$ cat src/rtl/mux_scan_pkg.sv
// Shared widths, FSM state type and scan direction for mux_scan_ctrl.
// Define MUX_SCAN_MSB_FIRST_EN to scan 7 down to 0; otherwise 0 up to 7.
package mux_scan_pkg;

    localparam int unsigned SEL_W    = 3;
    localparam int unsigned WORD_W   = 8;
    localparam int unsigned N_SEL    = 8;
    localparam int unsigned HOLD_MAX = 16;

    typedef enum logic [1:0] {
        IDLE = 2'd0,
        SCAN = 2'd1,
        DONE = 2'd2
    } scan_state_t;

`ifdef MUX_SCAN_MSB_FIRST_EN
    localparam logic SCAN_DIR = 1'b1;
`else
    localparam logic SCAN_DIR = 1'b0;
`endif

    // First select value of a scan, also the parked value after reset/abort
    localparam logic [SEL_W-1:0] SEL_START = SCAN_DIR ? SEL_W'(N_SEL - 1) : SEL_W'(0);

endpackage

$ cat src/rtl/mux_scan_ctrl_sel_counter.sv
// Hold counter and select stepping. Strobe and last are registered look-ahead
// flags: strobe marks the final hold cycle, last marks that final cycle on the
// final select value. dir=1 steps downward.
module sel_counter
    import mux_scan_pkg::*;
#(
    parameter int unsigned HOLD_CYCLES = 1
) (
    input  logic             clk,
    input  logic             rst_n,
    input  logic             load,
    input  logic             step_en,
    input  logic             dir,
    output logic [SEL_W-1:0] sel,
    output logic             strobe,
    output logic             last
);

    localparam int unsigned     HOLD_W   = $clog2(HOLD_MAX);
    localparam logic [HOLD_W-1:0] HOLD_END = HOLD_W'(HOLD_CYCLES - 1);
    localparam logic            HOLD_ONE = (HOLD_CYCLES == 1);

    logic [HOLD_W-1:0] hold;
    logic [HOLD_W-1:0] hold_inc;
    logic [SEL_W-1:0]  start_val;
    logic [SEL_W-1:0]  end_val;
    logic [SEL_W-1:0]  sel_nxt;

    // Direction-dependent endpoints and next values
    always_comb begin
        start_val = dir ? SEL_W'(N_SEL - 1) : SEL_W'(0);
        end_val   = dir ? SEL_W'(0) : SEL_W'(N_SEL - 1);
        sel_nxt   = dir ? (sel - SEL_W'(1)) : (sel + SEL_W'(1));
        hold_inc  = hold + HOLD_W'(1);
    end

    // load with step_en starts a scan; load alone parks at the start value
    always_ff @(posedge clk or negedge rst_n) begin
        if (!rst_n) begin
            sel    <= SEL_START;
            hold   <= '0;
            strobe <= 1'b0;
            last   <= 1'b0;
        end else if (load) begin
            sel    <= start_val;
            hold   <= '0;
            strobe <= step_en && HOLD_ONE;
            last   <= 1'b0;
        end else if (step_en) begin
            if (strobe) begin
                sel    <= sel_nxt;
                hold   <= '0;
                strobe <= HOLD_ONE;
                last   <= HOLD_ONE && (sel_nxt == end_val);
            end else begin
                hold   <= hold_inc;
                strobe <= (hold_inc == HOLD_END);
                last   <= (hold_inc == HOLD_END) && (sel == end_val);
            end
        end else begin
            strobe <= 1'b0;
            last   <= 1'b0;
        end
    end

endmodule

$ cat src/rtl/mux_scan_ctrl.sv
// Scans a latched 8-bit word through an external 8:1 mux by stepping its
// select lines, holding each value HOLD_CYCLES cycles.
// Define MUX_SCAN_MSB_FIRST_EN for a 7-to-0 scan (default 0-to-7).
module mux_scan_ctrl
    import mux_scan_pkg::*;
#(
    parameter int unsigned HOLD_CYCLES = 1
) (
    input  logic              clk,
    input  logic              rst_n,
    input  logic [WORD_W-1:0] din,
    input  logic              din_valid,
    output logic              din_ready,
    input  logic              abort,
    output logic [WORD_W-1:0] word,
    output logic [SEL_W-1:0]  sel,
    output logic              sel_valid,
    output logic              bit_strobe,
    output logic              done
);

    if (HOLD_CYCLES < 1 || HOLD_CYCLES > HOLD_MAX) begin : g_bad_hold
        $error("mux_scan_ctrl: HOLD_CYCLES out of range 1..16");
    end

    scan_state_t state;
    logic        accept;
    logic        cnt_load;
    logic        cnt_step;
    logic        cnt_last;

    // Handshake and counter control decoded from registered state
    always_comb begin
        accept   = 1'b0;
        cnt_load = 1'b0;
        cnt_step = 1'b0;
        accept   = (state == IDLE) && din_valid && din_ready && !abort;
        if (accept) begin
            cnt_load = 1'b1;
            cnt_step = 1'b1;
        end else if (state == SCAN) begin
            if (abort) begin
                cnt_load = 1'b1;
            end else if (!(bit_strobe && cnt_last)) begin
                cnt_step = 1'b1;
            end
        end
    end

    sel_counter #(
        .HOLD_CYCLES (HOLD_CYCLES)
    ) u_sel_counter (
        .clk     (clk),
        .rst_n   (rst_n),
        .load    (cnt_load),
        .step_en (cnt_step),
        .dir     (SCAN_DIR),
        .sel     (sel),
        .strobe  (bit_strobe),
        .last    (cnt_last)
    );

    // Scan FSM with registered handshake and status outputs
    always_ff @(posedge clk or negedge rst_n) begin
        if (!rst_n) begin
            state     <= IDLE;
            word      <= '0;
            din_ready <= 1'b0;
            sel_valid <= 1'b0;
            done      <= 1'b0;
        end else begin
            case (state)
                IDLE: begin
                    done      <= 1'b0;
                    din_ready <= 1'b1;
                    sel_valid <= 1'b0;
                    if (accept) begin
                        state     <= SCAN;
                        word      <= din;
                        din_ready <= 1'b0;
                        sel_valid <= 1'b1;
                    end
                end
                SCAN: begin
                    if (abort) begin
                        state     <= IDLE;
                        din_ready <= 1'b1;
                        sel_valid <= 1'b0;
                    end else if (bit_strobe && cnt_last) begin
                        state     <= DONE;
                        sel_valid <= 1'b0;
                        done      <= 1'b1;
                    end
                end
                DONE: begin
                    state     <= IDLE;
                    done      <= 1'b0;
                    din_ready <= 1'b1;
                end
                default: begin
                    state     <= IDLE;
                    din_ready <= 1'b0;
                    sel_valid <= 1'b0;
                    done      <= 1'b0;
                end
            endcase
        end
    end

endmodule

$ cat config.mk
export PLATFORM = sky130hd
export DESIGN_NAME = mux_scan_ctrl
export DESIGN_NICKNAME = d
export VERILOG_FILES = /design/src/rtl/mux_scan_pkg.sv /design/src/rtl/mux_scan_ctrl_sel_counter.sv /design/src/rtl/mux_scan_ctrl.sv
export SDC_FILE = /design/constraint.sdc
export NUM_CORES = 1
export LEC_CHECK = 0
export CAP_MARGIN = 40
export CORE_MARGIN = 2
export CORE_UTILIZATION = 48
export DETAILED_ROUTE_END_ITERATION = 8
export HOLD_SLACK_MARGIN = 0.06
export PLACE_DENSITY_LB_ADDON = 0.2
export SLEW_MARGIN = 5
export SYNTH_ARGS = -nofsm -noshare
export SYNTH_HDL_FRONTEND = slang
export SYNTH_SLANG_ARGS = --single-unit
$ cat constraint.sdc
create_clock -name clk -period 1.89 [get_ports clk]
set_input_delay 0.567 -clock clk [delete_from_list [all_inputs] [get_ports clk]]
set_output_delay 0.567 -clock clk [all_outputs]
set_load 0.01 [all_outputs]
# Word level (Yosys, flattened, before mapping)
# Index checks and enable logic that the tools add are counted.
dict set report classes {
  n_mux 33
  add_sub_neg 2
  n_bitwise 1
  n_reduce_logical 15
  n_eq_ne 9
}
# operator count
set ops {}
lappend ops {{1-bit 2-to-1 mux} 21}
lappend ops {{4-bit 2-to-1 mux} 3}
lappend ops {{2-bit AND reduction} 5}
lappend ops {{3-bit 2-to-1 mux} 3}
lappend ops {{3-bit == test (second input constant)} 2}
lappend ops {{2-bit 2-to-1 mux} 3}
lappend ops {{2-bit inequality test (second input constant)} 3}
lappend ops {{1-bit case mux with 3 select lines} 2}
lappend ops {{1-bit logical AND} 5}
lappend ops {{4-bit by 1-bit adder with 4-bit output (second input constant)} 1}
lappend ops {{4-bit zero test} 1}
lappend ops {{2-bit case mux with 2 select lines} 1}
lappend ops {{2-bit nonzero test} 2}
lappend ops {{3-bit by 1-bit adder with 3-bit output (second input constant)} 1}
lappend ops {{3-bit by 2-bit inequality test with 1-bit output (second input constant)} 1}
lappend ops {{2-bit by 1-bit == test with 1-bit output (second input constant)} 1}
lappend ops {{2-bit == test (second input constant)} 1}
lappend ops {{2-bit zero test} 1}
lappend ops {{2-bit by 1-bit inequality test with 1-bit output (second input constant)} 1}
lappend ops {{1-bit zero test} 1}
lappend ops {{1-bit NOT} 1}
dict set report word_totals {
  in_bits 12
  word_cells 69
  ff_bits 22
  out_inout_bits 15
}

# Depth between registers and ports, before layout
# Gate-level depths: netlist of run 1.
dict set report logic_depth {
  depth_word 7
  depth_mapped 6
  depth_no_buf 5
}

# Modules after synthesis
# Synthesis of run 1 repeated with hierarchy kept, for this count alone.
dict set report hier_totals {
  cells_unflattened 117
  area_unflattened_um2 1275.0
}
# module seq_area_each_um2 area_per_inst_um2 cells_per_inst instances
set by_module_without_submodules {}
lappend by_module_without_submodules {mux_scan_ctrl 325.3 658.1 51 1}
lappend by_module_without_submodules {sel_counter 225.2 616.8 66 1}

# Worst setup path after synthesis of run 1
# Ideal clock, no wire load.
dict set report synth_path {
  path_kind {register -> register}
  startpoint {register state[1]}
  endpoint {register state[0]}
  stages_incl_launch_ff 7
  required_ns 1.762
  setup_time_ns 0.128
  slack_ns 0.356
  synth_period_minus_slack_ns 1.534
  path_buffers 1
  arrival_time_ns 1.407
  path_cell_list {dfrtp_1 -> inv_1 -> ha_1 -> nor2b_1 -> buf_4 -> a22oi_1 -> mux2_1}
}
dict set report synth_via {
  elab_chain_cells 6
  elab_cells_between_ends 9
  classes_between {eq/ne: 3; mux: 1; reduce/logical: 5}
}
# item line
set synth_lines {}
lappend synth_lines {{start, declared} mux_scan_ctrl.sv:26} ;# scan_state_t state;
lappend synth_lines {{start signal, assigned} mux_scan_ctrl.sv:66} ;# state <= IDLE;
lappend synth_lines {{start signal, assigned} mux_scan_ctrl.sv:78} ;# state <= SCAN;
lappend synth_lines {{start signal, assigned} mux_scan_ctrl.sv:86} ;# state <= IDLE;
lappend synth_lines {{2-bit zero test} {mux_scan_ctrl.sv:37, mux_scan_ctrl.sv:72}}
lappend synth_lines {{1-bit logical AND (3 in a row)} mux_scan_ctrl.sv:37} ;# accept = (state == IDLE) && din_valid && din_ready && !abort;
lappend synth_lines {{2-bit inequality test (no line)} --}
lappend synth_lines {{2-bit AND reduction (no line)} --}
# Several ways; a longest one is shown, not always the timed one.
# A chain may end at the register's enable or synchronous reset.

# Final worst setup path of run 1
dict set report layout_path {
  startpoint {register u_sel_counter.sel[1]}
  endpoint {output sel[1]}
}
# item line
set layout_rtl {}
lappend layout_rtl {{start, declared} mux_scan_ctrl_sel_counter.sv:14} ;# output logic [SEL_W-1:0] sel,
lappend layout_rtl {{start signal, assigned} mux_scan_ctrl_sel_counter.sv:45} ;# sel <= start_val;
lappend layout_rtl {{start signal, assigned} mux_scan_ctrl_sel_counter.sv:51} ;# sel <= sel_nxt;
lappend layout_rtl {{end, declared} mux_scan_ctrl.sv:16} ;# output logic [SEL_W-1:0] sel,
# No word-level cell between the ends.

==> results.cfg, run 1 <==
[status]
status = complete, no violations

[pwr]
pwr-share-clk = 0.124
finalPower_w = 0.00169
seq_power_share = 0.417
internal-power_w = 0.00110
combPwrFrac = 0.459
switching_share = 0.352
power_density_nw_per_um2 = 1120
p_leak_nw = 0.739
peakVddDrop_uv = 959
switchingPower_w = 0.000596

[cts]
cts_tree = done
clockBufferDepth = 2
htree_levels = 1
cts_root_buffer = clkbuf_4
cts_buffers = 3
clk_pin_slew_worst_paths_ps = 120
worstSkewPairLatency_ps = 300
clock_sinks = 22

[timing]
setup_viol = 0
final.setup_skew_ps = 2.54
slew_violations = 0
period_share = 0.967
hold_violations = 0
period_minus_slack_ps = 1830
fin_tns_setup_ps = 0
max_slew_margin = 0.763
tightest_slew_ps = 347
fmax_ghz = 0.547

[logic_synthesis]
synth_top_area_cell = dfrtp_1
synth_edf_count = 0
synth-compound-area-share = 0.123
synth_cell_types = 37
synth_seq_cells = 22
synth-simple-area-share = 0.209
netlist_area_sq_um = 1140
syn_nets = 131
ys_async_sr_fraction = 1.00
ys.flop_type = dfrtp_1
seq_area_frac_synth = 0.481
synth.avg_cell_area_sq_um = 10.4
synth-adder-area-share = 0.0984
yosys_warnings = 0
yosys.area.top_type_share = 0.481
synth.area.top_cells = dfrtp_1 (48%), ha_1 (9.8%), nand2_1 (8.5%)
synth_most_common_cell = nand2_1
synth-xor-area-share = 0.00765
synth_cells = 110
synthTopCellsByCount = nand2_1 (26), dfrtp_1 (22), ha_1 (9)
synth_top_family_by_area = simple AND/OR/NAND/NOR gates
muxShareOfSynthArea = 0.0470

[worst_setup_path]
worst_path_dominant_cell_family = buffers and inverters
cp-start-kind = flip-flop
slowest_stage = clkdlybuf4s50_1
endpoint_kind = primary output
rrSetupSlack_ps = 180
cp_num_buf_inv = 1
path_max_fanout = 4
crit_required_ps = 1320
cp.arrival_ps = 1260
worstPathCellList = clkdlybuf4s50_1
path_class = flip-flop to primary output
crit_path_max_incr_delay_ps = 550

[final_layout]
drive_gt1_frac = 0.131
ff_latch_area_sq_um = 551
num-fill-cells = 179
n_antenna_cell = 0
multiInputGateArea_sq_um = 556
utilization = 0.677
stdcell_count = 173
nets = 168
syn_to_final_growth_pct = 32.1

[place]
place_hpwl_mm = 1.69
place_congestion = 0.804
portBuffers = 26
post-place-cells = 168

[die]
initial_core_util = 0.513
io_pins = 27
die_h_um = 52.8
coreArea_sq_um = 2230
rows = 17
die_w_um = 52.8
die-area_sq_um = 2790

[drt]
avgRoutedWirePerCell_um = 12.9
drcViolationCount = 0
routed_via_density = 5.21
dr.pass1.iters = 4
first_iter_violations = 11
drt-total-wl_mm = 2.24
antenna_left = 0
route.vias.total = 902

[grt]
grt_max_degree = 23
grt_pass1_vias = 852
top_usage_layer = met2
grt_use_met3 = 0.0343
antenna_found_initial = 0
grt_use_total = 0.186
overflow = 0
grt_pass1_wl_mm = 3.73
grt.met1_usage = 0.225
use_met2 = 0.321

[flow_run]
maxCapViolCount = 0

[worst_hold_path]
min-delay-path-class = flip-flop to flip-flop
through the flow:
step	setup slack [ps]	instance area, sq um	hold slack [ps]
2_1_floorplan	356	1140	271
3_3_place_gp	-0.357	1470	455
3_5_place_dp	-37.5	1470	465
4_1_cts	16.0	1500	494
5_1_grt	-0.206	1510	523
6_report	61.8	1510	491
tightest hold or removal path, delay by kind of cell (launching register included):
family,cells,cell delay [ps]
flip-flops,1,360
AND/OR/NAND/NOR,2,110
cells in the final DEF, fill, tap and decap left out, types with 3 or more instances in the layout:
cell type	count
nor2_1	4
nand2_1	26
buf_4	9
clkbuf_4	3
a21oi_1	4
clkdlybuf4s50_1	25
nand2b_1	3
inv_1	5
ha_1	9
dfrtp_1	22
sequential cells by signal, indices dropped and copies added (netlist names):
| name | cells |
|---|---|
| word | 8 |
| u_sel_counter.hold | 4 |
| u_sel_counter.sel | 3 |
| state | 2 |
| din_ready | 1 |
| done | 1 |
| sel_valid | 1 |
| u_sel_counter.last | 1 |
| u_sel_counter.strobe | 1 |
final timing paths:
check / startpoint / end / cells after the start
min reg2reg: word[7]$_DFFE_PN0P_ / word[7]$_DFFE_PN0P_ / 2
max in group asynchronous: rst_n / sel_valid$_DFFE_PN0P_ / 2
min: word[7]$_DFFE_PN0P_ / word[7]$_DFFE_PN0P_ / 2
max reg2reg: state[1]$_DFFE_PN0P_ / u_sel_counter.hold[3]$_DFFE_PN0P_ / 6
max: u_sel_counter.sel[1]$_DFFE_PN0P_ / sel[1] / 1
min in group asynchronous: rst_n / u_sel_counter.sel[0]$_DFFE_PN0P_ / 2
timing repair:
action | CTS | global route
hold buffers | 0 | 0
setup buffers | 0 | 2
endpoints found under the setup margin | 0 | 3
gates resized for setup | 0 | 1
layer usage:
metal	vias to the layer above	share of wire
li1	445	-
met5	-	0
met4	0	0.012
met2	20	0.50
met1	433	0.46
met3	4	0.032
power by group through the flow:
stage               clock [W]  sequential, W  combinational [W]
detailed placement          0       0.000726           0.000761
floorplan                   0       0.000765           0.000353
CTS                  0.000219       0.000716           0.000763
finish               0.000210       0.000706           0.000778
global route         0.000236       0.000727           0.000868
global placement            0       0.000715           0.000737
cell families after synthesis:
group | after synthesis
buffers and inverters | 8
xor gates and xnor gates | 1
muxes | 5
and+or+nand+nor | 47
DFF | 22
adders and majority gates | 9
AOI/OAI and AO/OA | 18
final cells by class:
cell class	count	share of cell area
Multi-Input combinational cell	80	0.367
Timing Repair Buffer	35	0.218
Clock buffer	3	0.0149
Inverter	5	0.0124
Sequential cell	22	0.364
Tap cell	28	0.0232
(Power assumes the default switching activity.)
==> run 2, diff against run 1 <==
--- a/config.mk
+++ b/config.mk
@@ -5,9 +5,9 @@
 export SDC_FILE = /design/constraint.sdc
 export NUM_CORES = 1
 export LEC_CHECK = 0
-export CAP_MARGIN = 40
+export ABC_AREA = 1
 export CORE_MARGIN = 2
-export CORE_UTILIZATION = 48
+export CORE_UTILIZATION = 49
 export DETAILED_ROUTE_END_ITERATION = 8
 export HOLD_SLACK_MARGIN = 0.06
 export PLACE_DENSITY_LB_ADDON = 0.2
==> results.cfg, run 2 <==
[die]
die_h_um = 53.5
coreArea_sq_um = 2250
initial_core_util = 0.532
io_pins = 27
die-area_sq_um = 2860
die_w_um = 53.5
rows = 17

[cts]
clk_pin_slew_worst_paths_ps = 130
cts_buffers = 3
clock_sinks = 22
htree_levels = 1
cts_root_buffer = clkbuf_4
clockBufferDepth = 2
hold_buffers = 0
worstSkewPairLatency_ps = 310
cts_tree = done

[final_layout]
syn_to_final_growth_pct = 33.2
n_antenna_cell = 0
nets = 196
layout_commonest_cell = nand2_1
top_register = word
final_cell_mix = nand2_1 (43), clkdlybuf4s50_1 (26), dfrtp_1 (21), nand3_1 (16), inv_1 (12)
largestRegisters = word (8), u_sel_counter.hold (4), u_sel_counter.sel (3)
fin_area_sq_um = 1600
stdcell_count = 202
largest_register_ffs = 8
drive_gt1_frac = 0.167

[timing]
slew_violations = 0
period_share = 0.964
final.setup_skew_ps = 5.49
period_minus_slack_ps = 1820
hold_violations = 0
max_slew_margin = 0.807
fmax_ghz = 0.549
whs_ps = 491
tightest_slew_ps = 289
worst_slack_ps = 68.9
rsz0062_at_grt = no
fin_tns_setup_ps = 0
setup_viol = 0

[pwr]
p_leak_nw = 0.846
power_density_nw_per_um2 = 1240
peakVddDrop_uv = 850

[worst_setup_path]
endpoint_kind = primary output
slowest_stage = clkdlybuf4s50_1
crit_required_ps = 1320
worst_path_dominant_cell_family = buffers and inverters
cp-start-kind = flip-flop
worstPathCellList = clkdlybuf4s50_1
crit_path_max_incr_delay_ps = 540
path_max_fanout = 3
crit_cells = 1
r2r_cells = 7
cp_num_buf_inv = 1
cp.arrival_ps = 1250
path_class = flip-flop to primary output

[logic_synthesis]
synth_most_common_cell = nand2_1
seq_area_frac_synth = 0.459
ys_async_sr_fraction = 1.00
synth_cell_types = 18
syn_nets = 158
netlist_area_sq_um = 1200
ys.flop_type = dfrtp_1
synth_cells = 137
synth.avg_cell_area_sq_um = 8.76
yosys_warnings = 0
synth_top_area_cell = dfrtp_1
synth.area.top_cells = dfrtp_1 (46%), nand2_1 (13%), ha_1 (9.4%)
yosys.area.top_type_share = 0.459
synth_edf_count = 0
synthTopCellsByCount = nand2_1 (43), dfrtp_1 (22), nand3_1 (16)
synth_seq_cells = 22

[drt]
drcViolationCount = 0
dr.pass1.iters = 4
antenna_left = 0
drt-total-wl_mm = 2.46
routed_via_density = 5.00
avgRoutedWirePerCell_um = 12.2
route.vias.total = 1011
first_iter_violations = 29

[worst_hold_path]
min-delay-path-class = flip-flop to flip-flop
hold_depth = 2

[status]
status = complete, no violations

[grt]
overflow = 0
grt_pass1_vias = 947
grt_max_degree = 23
antenna_found_initial = 0
grt_pass1_wl_mm = 4.20
grt_use_total = 0.208

[place]
place_ws_ps = 41.9
place_area_sq_um = 1510
place_congestion = 0.829
portBuffers = 26
post-place-cells = 194
place_hpwl_mm = 1.82

[flow_run]
maxCapViolCount = 0
[run 2: changes by cell type in the layout (fill, tap and decap cells not counted), moves of 3 or more]
cell and delta:
nand3_1 +16, a21oi_1 -4, inv_1 +7, nand2_2 +3, o211ai_1 +3, nand2b_1 -3
nand4_1 +5, nor2_4 +3, inv_2 +3, nand2_1 +17, nand2_4 +3
[run 2: layout make-up]
| class | instances | area (sq um) |
|---|---|---|
| clock buffers | 3 | 22.5 |
| fillers | 177 | 657 |
| flip-flops and latches | 22 | 552 |
| well taps | 28 | 35.0 |
| clock inverters | 1 | 30.0 |
| inverters | 15 | 56.3 |
| multi-input cells | 99 | 582 |
| repair buffers | 34 | 320 |
[run 2: metal layers]
layer,global-route usage,part of all wire,vias up
met5,0,0,-
met4,0.0897,0.013,0
li1,-,-,518
met2,0.346,0.48,27
met1,0.261,0.46,462
met3,0.0367,0.051,4
[run 2: kinds of logic after synthesis]
kind of cell | count (synthesis) | share of synthesized area
compound gates | 8 | 0.0428
buf+inv | 16 | 0.0563
fa+ha+maj | 9 | 0.0938
simple gates | 82 | 0.348
flops | 22 | 0.459
[run 2: worst paths after layout]
kind / startpoint / to / slack, ps
worst max-delay path: u_sel_counter.sel[2]$_DFFE_PN0P_ / sel[2] / 70
worst min register to register: word[4]$_DFFE_PN0P_ / word[4]$_DFFE_PN0P_ / 490
worst min-delay path: word[4]$_DFFE_PN0P_ / word[4]$_DFFE_PN0P_ / 490
max in group asynchronous: rst_n / u_sel_counter.strobe$_DFF_PN0_ / 1070
min in group asynchronous: rst_n / u_sel_counter.sel[1]$_DFFE_PN0P_ / 580
worst max register to register: state[1]$_DFFE_PN0P_ / u_sel_counter.sel[0]$_DFFE_PN0P_ / 350
[run 2: worst min-delay path: cells and delay by family, from the launching register on]
kind	cells	cell delay (ps)
AND/OR/NAND/NOR	2	100
flip-flops	1	370
[run 2: what timing repair did]
item	4_1_cts	5_1_grt
setup buffers	1	3
resized for setup	1	0
endpoints found under the setup margin	1	2
[run 2: power breakdown]
| part | switching [W] | internal [W] |
|---|---|---|
| Clock | 0.000153 | 0.000214 |
| Combinational | 0.000488 | 0.000420 |
| Sequential | 0.0000973 | 0.000612 |
| Total | 0.000739 | 0.00125 |
[run 2: per-stage QoR]
step           power, W  utilization
3_3_place_gp    0.00159        0.671
5_1_grt         0.00214        0.709
6_report        0.00198        0.709
3_5_place_dp    0.00161        0.671
2_1_floorplan   0.00124            -
4_1_cts         0.00200        0.699
